`config.mk`:
```
export PLATFORM = sky130hd
export DESIGN_NAME = lsu_ex
export DESIGN_NICKNAME = d
export VERILOG_FILES = /design/src/rtl/lsu_ex.sv
export SDC_FILE = /design/constraint.sdc
export NUM_CORES = 1
export LEC_CHECK = 0
export BUFFER_PORTS_ARGS = -buffer_cell sky130_fd_sc_hd__buf_2
export CAP_MARGIN = 10
export CELL_PAD_IN_SITES_DETAIL_PLACEMENT = 0
export CELL_PAD_IN_SITES_GLOBAL_PLACEMENT = 2
export CORE_AREA = 2 2 163 165
export DETAILED_ROUTE_END_ITERATION = 10
export DIE_AREA = 0 0 165 167
export GPL_TIMING_DRIVEN = 0
export HOLD_SLACK_MARGIN = 0.06
export PLACE_DENSITY = 0.81
export RECOVER_POWER = 50
export SYNTH_ARGS = -nofsm -noshare
export SYNTH_HDL_FRONTEND = slang
export SYNTH_SLANG_ARGS = --single-unit
```
`constraint.sdc`:
```
create_clock -name clk -period 11 [get_ports clk]
set_input_delay 0.55 -clock clk [delete_from_list [all_inputs] [get_ports clk]]
set_output_delay 0.55 -clock clk [all_outputs]
set_load 0.03 [all_outputs]
```
`src/rtl/lsu_ex.sv`:
```
// lsu_ex: execute-side load/store unit and write-back pipeline register.
// Issues word-aligned data-memory requests, holds them until acknowledged or timed out.
module lsu_ex #(
    parameter int unsigned MAX_WAIT = 15
) (
    input  logic        clk,
    input  logic        reset,

    input  logic        ex_valid,
    output logic        ex_ready,
    input  logic [2:0]  ex_alu_operation,
    input  logic        ex_mem_read,
    input  logic        ex_mem_write,
    input  logic        ex_alu_to_reg,
    input  logic [4:0]  ex_dest_reg_sel,
    input  logic [31:0] ex_src1,
    input  logic [31:0] ex_src2,
    input  logic [31:0] ex_imm,
    input  logic [31:0] ex_alu_result,

    output logic        wb_alu_to_reg,
    output logic [4:0]  wb_dest_reg_sel,
    output logic [31:0] wb_result,
    output logic        wb_mem_to_reg,
    output logic [2:0]  wb_alu_operation,
    output logic [1:0]  wb_read_address,

    output logic        dmem_read_ready,
    input  logic        dmem_read_valid,
    output logic [31:0] dmem_read_address,
    output logic        dmem_write_ready,
    input  logic        dmem_write_valid,
    output logic [31:0] dmem_write_address,
    output logic [31:0] dmem_write_data,
    output logic [3:0]  dmem_write_byte,

    output logic        mem_fault
);

    localparam int unsigned CNT_W = 8;
    localparam logic [2:0]  F3_H  = 3'd1;
    localparam logic [2:0]  F3_W  = 3'd2;
    localparam logic [2:0]  F3_HU = 3'd5;

    typedef enum logic [1:0] {
        IDLE    = 2'd0,
        RD_WAIT = 2'd1,
        WR_WAIT = 2'd2
    } state_t;

    state_t             state_q;
    logic [CNT_W-1:0]   wait_cnt_q;
    logic               ex_ready_q;
    logic               wb_alu_to_reg_q;
    logic [4:0]         wb_dest_reg_sel_q;
    logic [31:0]        wb_result_q;
    logic               wb_mem_to_reg_q;
    logic [2:0]         wb_alu_operation_q;
    logic [1:0]         wb_read_address_q;
    logic               dmem_read_ready_q;
    logic [31:0]        dmem_read_address_q;
    logic               dmem_write_ready_q;
    logic [31:0]        dmem_write_address_q;
    logic [31:0]        dmem_write_data_q;
    logic [3:0]         dmem_write_byte_q;
    logic               mem_fault_q;

    logic [31:0]        addr;
    logic               is_load;
    logic               is_store;
    logic               bad_f3;
    logic               misaligned;
    logic               acc_fault;
    logic [3:0]         st_be;
    logic [31:0]        st_data;
    logic               accept;
    logic               wait_done;

    // Decode of the presented instruction: address, legality, store lane layout.
    always_comb begin
        addr       = ex_src1 + ex_imm;
        is_load    = ex_mem_read & ~ex_mem_write;
        is_store   = ex_mem_write & ~ex_mem_read;
        bad_f3     = 1'b0;
        misaligned = 1'b0;
        st_be      = 4'b1111;
        st_data    = ex_src2;

        if (is_load) begin
            bad_f3 = (ex_alu_operation == 3'd3) || (ex_alu_operation == 3'd6) ||
                     (ex_alu_operation == 3'd7);
        end else if (is_store) begin
            bad_f3 = (ex_alu_operation > F3_W);
        end

        if ((ex_alu_operation == F3_H) || (is_load && ex_alu_operation == F3_HU)) begin
            misaligned = addr[0];
        end else if (ex_alu_operation == F3_W) begin
            misaligned = (addr[1:0] != 2'b00);
        end

        acc_fault = (ex_mem_read & ex_mem_write) |
                    ((is_load | is_store) & (bad_f3 | misaligned));

        case (ex_alu_operation[1:0])
            2'd0: begin
                st_be   = 4'b0001 << addr[1:0];
                st_data = {4{ex_src2[7:0]}};
            end
            2'd1: begin
                st_be   = addr[1] ? 4'b1100 : 4'b0011;
                st_data = {2{ex_src2[15:0]}};
            end
            default: begin
                st_be   = 4'b1111;
                st_data = ex_src2;
            end
        endcase
    end

    assign accept    = ex_valid & ex_ready_q & (state_q == IDLE);
    assign wait_done = (wait_cnt_q == CNT_W'(MAX_WAIT - 1));

    // State machine with all outputs registered alongside the state.
    always_ff @(posedge clk or posedge reset) begin
        if (reset) begin
            state_q              <= IDLE;
            wait_cnt_q           <= '0;
            ex_ready_q           <= 1'b0;
            wb_alu_to_reg_q      <= 1'b0;
            wb_dest_reg_sel_q    <= '0;
            wb_result_q          <= '0;
            wb_mem_to_reg_q      <= 1'b0;
            wb_alu_operation_q   <= '0;
            wb_read_address_q    <= '0;
            dmem_read_ready_q    <= 1'b0;
            dmem_read_address_q  <= '0;
            dmem_write_ready_q   <= 1'b0;
            dmem_write_address_q <= '0;
            dmem_write_data_q    <= '0;
            dmem_write_byte_q    <= '0;
            mem_fault_q          <= 1'b0;
        end else begin
            wb_alu_to_reg_q <= 1'b0;
            mem_fault_q     <= 1'b0;
            case (state_q)
                IDLE: begin
                    ex_ready_q <= 1'b1;
                    if (accept) begin
                        if (acc_fault) begin
                            mem_fault_q <= 1'b1;
                        end else if (is_load) begin
                            dmem_read_address_q <= {addr[31:2], 2'b00};
                            dmem_read_ready_q   <= 1'b1;
                            wb_mem_to_reg_q     <= 1'b1;
                            wb_dest_reg_sel_q   <= ex_dest_reg_sel;
                            wb_alu_operation_q  <= ex_alu_operation;
                            wb_read_address_q   <= addr[1:0];
                            wait_cnt_q          <= '0;
                            ex_ready_q          <= 1'b0;
                            state_q             <= RD_WAIT;
                        end else if (is_store) begin
                            dmem_write_address_q <= {addr[31:2], 2'b00};
                            dmem_write_data_q    <= st_data;
                            dmem_write_byte_q    <= st_be;
                            dmem_write_ready_q   <= 1'b1;
                            wait_cnt_q           <= '0;
                            ex_ready_q           <= 1'b0;
                            state_q              <= WR_WAIT;
                        end else begin
                            wb_result_q       <= ex_alu_result;
                            wb_alu_to_reg_q   <= ex_alu_to_reg & (ex_dest_reg_sel != 5'd0);
                            wb_dest_reg_sel_q <= ex_dest_reg_sel;
                            wb_mem_to_reg_q   <= 1'b0;
                        end
                    end
                end
                RD_WAIT: begin
                    // Acknowledge wins over a simultaneous timeout.
                    if (dmem_read_valid || wait_done) begin
                        mem_fault_q       <= ~dmem_read_valid;
                        dmem_read_ready_q <= 1'b0;
                        wb_mem_to_reg_q   <= 1'b0;
                        wait_cnt_q        <= '0;
                        ex_ready_q        <= 1'b1;
                        state_q           <= IDLE;
                    end else begin
                        wait_cnt_q <= wait_cnt_q + CNT_W'(1);
                    end
                end
                WR_WAIT: begin
                    if (dmem_write_valid || wait_done) begin
                        mem_fault_q          <= ~dmem_write_valid;
                        dmem_write_ready_q   <= 1'b0;
                        dmem_write_address_q <= '0;
                        dmem_write_data_q    <= '0;
                        dmem_write_byte_q    <= '0;
                        wait_cnt_q           <= '0;
                        ex_ready_q           <= 1'b1;
                        state_q              <= IDLE;
                    end else begin
                        wait_cnt_q <= wait_cnt_q + CNT_W'(1);
                    end
                end
                default: begin
                    state_q    <= IDLE;
                    ex_ready_q <= 1'b1;
                end
            endcase
        end
    end

    // Load write-back enable is live only in the acknowledge cycle, when load data exists.
    assign wb_alu_to_reg = wb_alu_to_reg_q |
                           ((state_q == RD_WAIT) & dmem_read_valid & (wb_dest_reg_sel_q != 5'd0));

    assign ex_ready           = ex_ready_q;
    assign wb_dest_reg_sel    = wb_dest_reg_sel_q;
    assign wb_result          = wb_result_q;
    assign wb_mem_to_reg      = wb_mem_to_reg_q;
    assign wb_alu_operation   = wb_alu_operation_q;
    assign wb_read_address    = wb_read_address_q;
    assign dmem_read_ready    = dmem_read_ready_q;
    assign dmem_read_address  = dmem_read_address_q;
    assign dmem_write_ready   = dmem_write_ready_q;
    assign dmem_write_address = dmem_write_address_q;
    assign dmem_write_data    = dmem_write_data_q;
    assign dmem_write_byte    = dmem_write_byte_q;
    assign mem_fault          = mem_fault_q;

endmodule

```
== After elaboration in Yosys (flattened, before gate mapping) ==
Cells that the tools add are included.
Widths: inputs -> output; s select.

* Divide/modulo/power cells: 0
* $add $sub $neg: 2
* Magnitude comparators: 1
* Multiply operators: 0
* Multiplexer cells: 73
* Shifts and indexed selects: 1
* Reductions and logical operators: 23
* Bitwise operators: 20
* Eq/ne operators: 20

{| class="wikitable"
|+ Operator list
! cell !! number
|-
| $mux 32 || 9
|-
| $pmux 32 s2 || 3
|-
| $mux 8 || 6
|-
| $add 32x32->32 || 1
|-
| $mux 1 || 32
|-
| $mux 4 || 6
|-
| $pmux 8 s3 || 1
|-
| $reduce_and 5->1 || 4
|-
| $ne 2x2->1 const B || 8
|-
| $pmux 4 s2 || 2
|-
| $mux 2 || 6
|-
| $reduce_and 4->1 || 3
|-
| $mux 5 || 2
|-
| $reduce_bool 5->1 || 2
|-
| $and 1x1->1 || 9
|-
| $eq 3x3->1 const B || 3
|-
| $add 8x1->8 const B || 1
|-
| $eq 8x4->1 const B || 1
|-
| $not 1->1 || 7
|-
| $eq 3x2->1 const B || 2
|-
| $ne 3x3->1 const B || 2
|-
| $pmux 1 s2 || 3
|-
| $pmux 1 s3 || 2
|-
| $pmux 2 s3 || 1
|-
| other kinds (13) || 24
|}

* RAM bits: 0
* Register bits after elaboration: 156
* Memories: 0
* Word-level logic and storage cells: 156
* ROM bits: 0
* Bits in latches: 0
* Input bits: 144

== Depth between registers and ports, before layout ==
* Word-level depth: 11
* Depth in mapped cells: 13
* Mapped depth without buffers: 10

== Worst setup path before layout ==
OpenSTA, ideal clock, no wires.

* Path kind: input to register
* Start: in ex_src1[1]
* End: reg dmem_read_address_q[29] (netlist: dmem_read_address[29])
* Cell stages on the path: 9
* Data arrival time: 2.552 ns
* Setup slack: 8.323 ns
* Setup time: 0.125 ns
* Cell sequence: ha_1 a211oi_2 o211ai_2 nand4_2 a21oi_2 a211o_1 a311o_1 xor2_1 mux2_4

* Word-level cells in the longest chain between the ends: 9

{| class="wikitable"
|+ RTL lines
! what !! line !! source
|-
| from (decl) || 16 || <nowiki>input logic [31:0] ex_src1,</nowiki>
|-
| $add 32x32->32 * || 81 || <nowiki>addr = ex_src1 + ex_imm;</nowiki>
|-
| $reduce_bool 2->1 || 99 || <nowiki>misaligned = (addr[1:0] != 2'b00);</nowiki>
|-
| $mux 1 || 98 || <nowiki>end else if (ex_alu_operation == F3_W) begin</nowiki>
|-
| $mux 1 || 96 || <nowiki>if ((ex_alu_operation == F3_H) || (is_load && ex_alu_operation == F3_HU)) begin</nowiki>
|-
| $or 1x1->1 || 103 || <nowiki>((is_load | is_store) & (bad_f3 | misaligned));</nowiki>
|-
| $and 1x1->1 || 103 ||
|-
| $or 1x1->1 || 102 || <nowiki>acc_fault = (ex_mem_read & ex_mem_write) |</nowiki>
|-
| $not 1->1 (no source line) || -- ||
|-
| $reduce_and 4->1 (no source line) || -- ||
|-
| to (signal assigned) || 153 || <nowiki>dmem_read_address_q <= {addr[31:2], 2'b00};</nowiki>
|-
| to (decl) || 61 || <nowiki>logic [31:0] dmem_read_address_q;</nowiki>
|}

Every way passes the cells marked *; elsewhere a longest branch is shown, timed or not.
A chain may end at the register's enable or synchronous reset.

== Worst setup path in the final report ==
* Start: reg state_q[0]
* End: reg dmem_write_address_q[22] (netlist: dmem_write_address[22])

* Word-level cells in the longest chain between the ends: 4
* Elaborated cells on any way between the ends: 11
* Those cells by class: eq/ne: 6; mux: 1; bitwise: 1; reduce/logical: 3

{| class="wikitable"
|+ RTL lines
! what !! line !! source
|-
| from (decl) || 51 || <nowiki>state_t state_q;</nowiki>
|-
| from (signal assigned) || 127 || <nowiki>state_q <= IDLE;</nowiki>
|-
| from (signal assigned) || 161 || <nowiki>state_q <= RD_WAIT;</nowiki>
|-
| from (signal assigned) || 169 || <nowiki>state_q <= WR_WAIT;</nowiki>
|-
| $logic_not 2->1 || 121, 146 ||
|-
| $and 1x1->1 || 121 || <nowiki>assign accept = ex_valid & ex_ready_q & (state_q == IDLE);</nowiki>
|-
| $ne 2x2->1 (no source line) || -- ||
|-
| $reduce_and 6->1 (no source line) || -- ||
|-
| to (signal assigned) || 163 || <nowiki>dmem_write_address_q <= {addr[31:2], 2'b00};</nowiki>
|-
| to (decl) || 63 || <nowiki>logic [31:0] dmem_write_address_q;</nowiki>
|}

Parallel ways exist; a longest one is shown, timed or not.

==> results_dict.tcl <==
set metrics [dict create \
    die-height_um 167 \
    synth_warnings 0 \
    cts_resized 0 \
    place.gp.congestion 0.823 \
    dp_cells 1435 \
    vias 7192 \
    timing.hold.worst.start "ex_alu_result[30]" \
    initial_core_util 0.317 \
    cts_max_level 4 \
    violations "capacitance limit, slew limit" \
    netlist-cell-type-count 66 \
    wirelength_mm 27.0 \
    cp_max_fo 10 \
    synthFlopType "dfrtp_1" \
    placed_cell_area_um2 10100 \
    p_sw_mw 1.39 \
    num_rows 59 \
    post_cts_buffers 0 \
    end_kind "flip-flop" \
    finalSetupTns_ps 0 \
    synth_top_area_cell "dfrtp_1" \
    critPathMostFrequentCell "clkbuf_1" \
    syn_area_um2 8160 \
    dr.pass1.iters 5 \
    hold_path_depth 2 \
    fin_skew_ps 13.9 \
    cellPowerDensity_nw_per_um2 282 \
    grt_pass1_wl_mm 40.5 \
    period_share 0.283 \
    grt_pass1_vias 7148 \
    cts.sink_count 154 \
    startpoint_type "flip-flop" \
    stdcell_count 1468 \
    share_comb_of_total_power 0.479 \
    coreArea_um2 25800 \
    critPathArrivalTime_ps 3480 \
    maxSlewHeadroom -1.19 \
    grt_overflow 0 \
    die-area_um2 27600 \
    worst-setup-path-type "reg2reg" \
    tightest_slew_ps 3260 \
    viasPerCell 4.90 \
    clk_pin_slew_worst_paths_ps 70 \
    fin_area_um2 10500 \
    reg2reg_slack_ps 7890 \
    status "complete, but fails checks" \
    path_cells "inv_1 -> ha_1 -> clkbuf_1 -> nand2b_1 -> nor2_1 -> nor3_1 -> a21oi_4 -> clkbuf_1 -> a22o_1" \
    timing.fmax_ghz 0.321 \
    worstHoldPathType "in2reg" \
    switching_share 0.470 \
    pwr-share-clk 0.199 \
    async_reset_ff_frac 1.00 \
    worstSkewPairLatency_ps 430 \
    final_antenna_net_count 0 \
    power.internal_mw 1.58 \
    ys_ff_latch 154 \
    synth_common_cells "dfrtp_1 (154), nand2_1 (133), o21ai_0 (70), a21oi_1 (52), mux2_2 (47)" \
    rsz0062_at_grt "false" \
    io_buffers 285 \
    detail_route.wl_per_cell_um 18.4 \
    cts_root_buf "clkbuf_16" \
    r2r-start "state_q[0]" \
    r2r-end "dmem_write_address[22]" \
    seqPwrFrac 0.322 \
    area_growth_pct 29.2 \
    layout-drive-gt1-share 0.285 \
    synth-seq-area-share 0.472 \
    ir_worst_vdd_v 0.000135 \
    cts_buffer_depth 2 \
    yosys.cell_count.top_type "dfrtp_1" \
    antenna_found_initial 1 \
    grt_usage 0.193 \
    p_leak_nw 5.13 \
    drv_slew 69 \
    cts_made_buffers 17 \
    rr_worst_depth 9 \
    syn_avg_cell_area_um2 10.1 \
    hold-path-endpoint "wb_result[30]" \
    final-setup-viol-count 0 \
    crit_path_top_delay_cell "clkbuf_1" \
    min_period_ps 3110 \
    max_cap_viol_count 1 \
    drt_iter0_drc 297 \
    synth_cells 811 \
    cts_tree "built" \
    synth_edf_count 0 \
    required_ps 11370 \
    cp_slowest_stage_delay_ps 540 \
    layout.nets 1306 \
    die_w_um 165 \
    synth_top_area_share 0.472 \
    pin_count 292 \
    drc 0 \
    finalHoldViolCount 0 \
    hpwl_mm 21.0 \
    grt_max_degree 87 \
    ys_top_cells_by_area "dfrtp_1 (47%), ha_1 (6.6%), mux2_2 (6.5%)" \
    cts-hold-fix-buffers 0 \
]
## worst max-delay path, delay by kind of cell, from the launching register on
| family | cells | cell delay (ps) |
|---|---|---|
| buf+inv | 3 | 1090 |
| simple gates | 3 | 740 |
| compound gates | 2 | 660 |
| flops | 1 | 420 |
| fa+ha+maj | 1 | 150 |
## worst max path at each step
stage               startpoint                     end
CTS                 state_q[0]  dmem_write_address[20]
floorplan                reset   dmem_read_address[10]
detailed placement  ex_src1[1]    dmem_read_address[2]
global route        state_q[0]  dmem_write_address[15]
global placement         reset    dmem_read_address[6]
finish              state_q[0]  dmem_write_address[22]
## final cells by class
type                    count  area [um^2]
diodes                      1         2.50
plain buffers              37          176
clock buffers              19          453
clock inverters            13          131
fillers                  2665        15200
inverters                  17         65.1
multi-input cells         606         4080
flip-flops and latches    154         3850
well taps                 335          419
repair buffers            286         1360
## power by group through the flow
stage          registers (mW)  clock network [mW]  logic [mW]
4_1_cts                 0.955               0.607        1.48
5_1_grt                 0.990               0.632        1.54
6_report                0.957               0.591        1.42
2_1_floorplan            1.42                   0       0.517
3_3_place_gp            0.958                   0        1.46
3_5_place_dp            0.963                   0        1.48
## kinds of logic after synthesis
logic type      count (synthesis)  synth area share
compound gates                212             0.169
xor+xnor                       30            0.0322
fa+ha+maj                      43            0.0659
buf+inv                        54            0.0294
flops                         154             0.472
mux                            72            0.0961
other cells                     1          0.000459
simple gates                  245             0.135
## stage by stage
step / total power [mW] / worst slack [ps] / utilization / hold slack [ps]
final: 2.97 / 7890 / 0.409 / 350
after floorplan: 1.94 / 6300 / - / 447
after CTS: 3.04 / 7670 / 0.413 / 189
after detailed placement: 2.44 / 7500 / 0.390 / 457
after global routing: 3.16 / 7500 / 0.409 / 337
after global placement: 2.42 / 4260 / 0.389 / 455
## routing by layer
metal,share of wire,track usage,vias to the layer above
li1,-,-,3509
met1,0.44,0.243,3414
met2,0.48,0.331,240
met3,0.060,0.0334,29
met4,0.019,0.0631,0
met5,0,0,-
## placed cells by master (no fill, tap or decap), types with 3 or more instances in the layout
cell / instances
and3_1: 7
nand3_1: 8
nor2_1: 40
xnor2_1: 17
clkbuf_1: 93
nand4_1: 5
a21oi_1: 52
clkinv_4: 3
nor3_1: 9
a41o_1: 4
buf_4: 5
o21bai_1: 6
a21o_1: 3
and2_1: 4
o21ai_0: 70
buf_2: 222
o21a_1: 3
mux2_2: 47
clkbuf_16: 17
ha_1: 43
and4_1: 3
inv_6: 6
nor4_1: 3
mux2i_1: 24
dfrtp_1: 154
clkinvlp_4: 3
conb_1: 4
nand2_1: 133
a22o_1: 32
nand2b_1: 13
xor2_1: 13
nor2b_1: 8
inv_1: 16
a21boi_0: 3
o31ai_1: 10
Power figures use the tool's default switching activity.
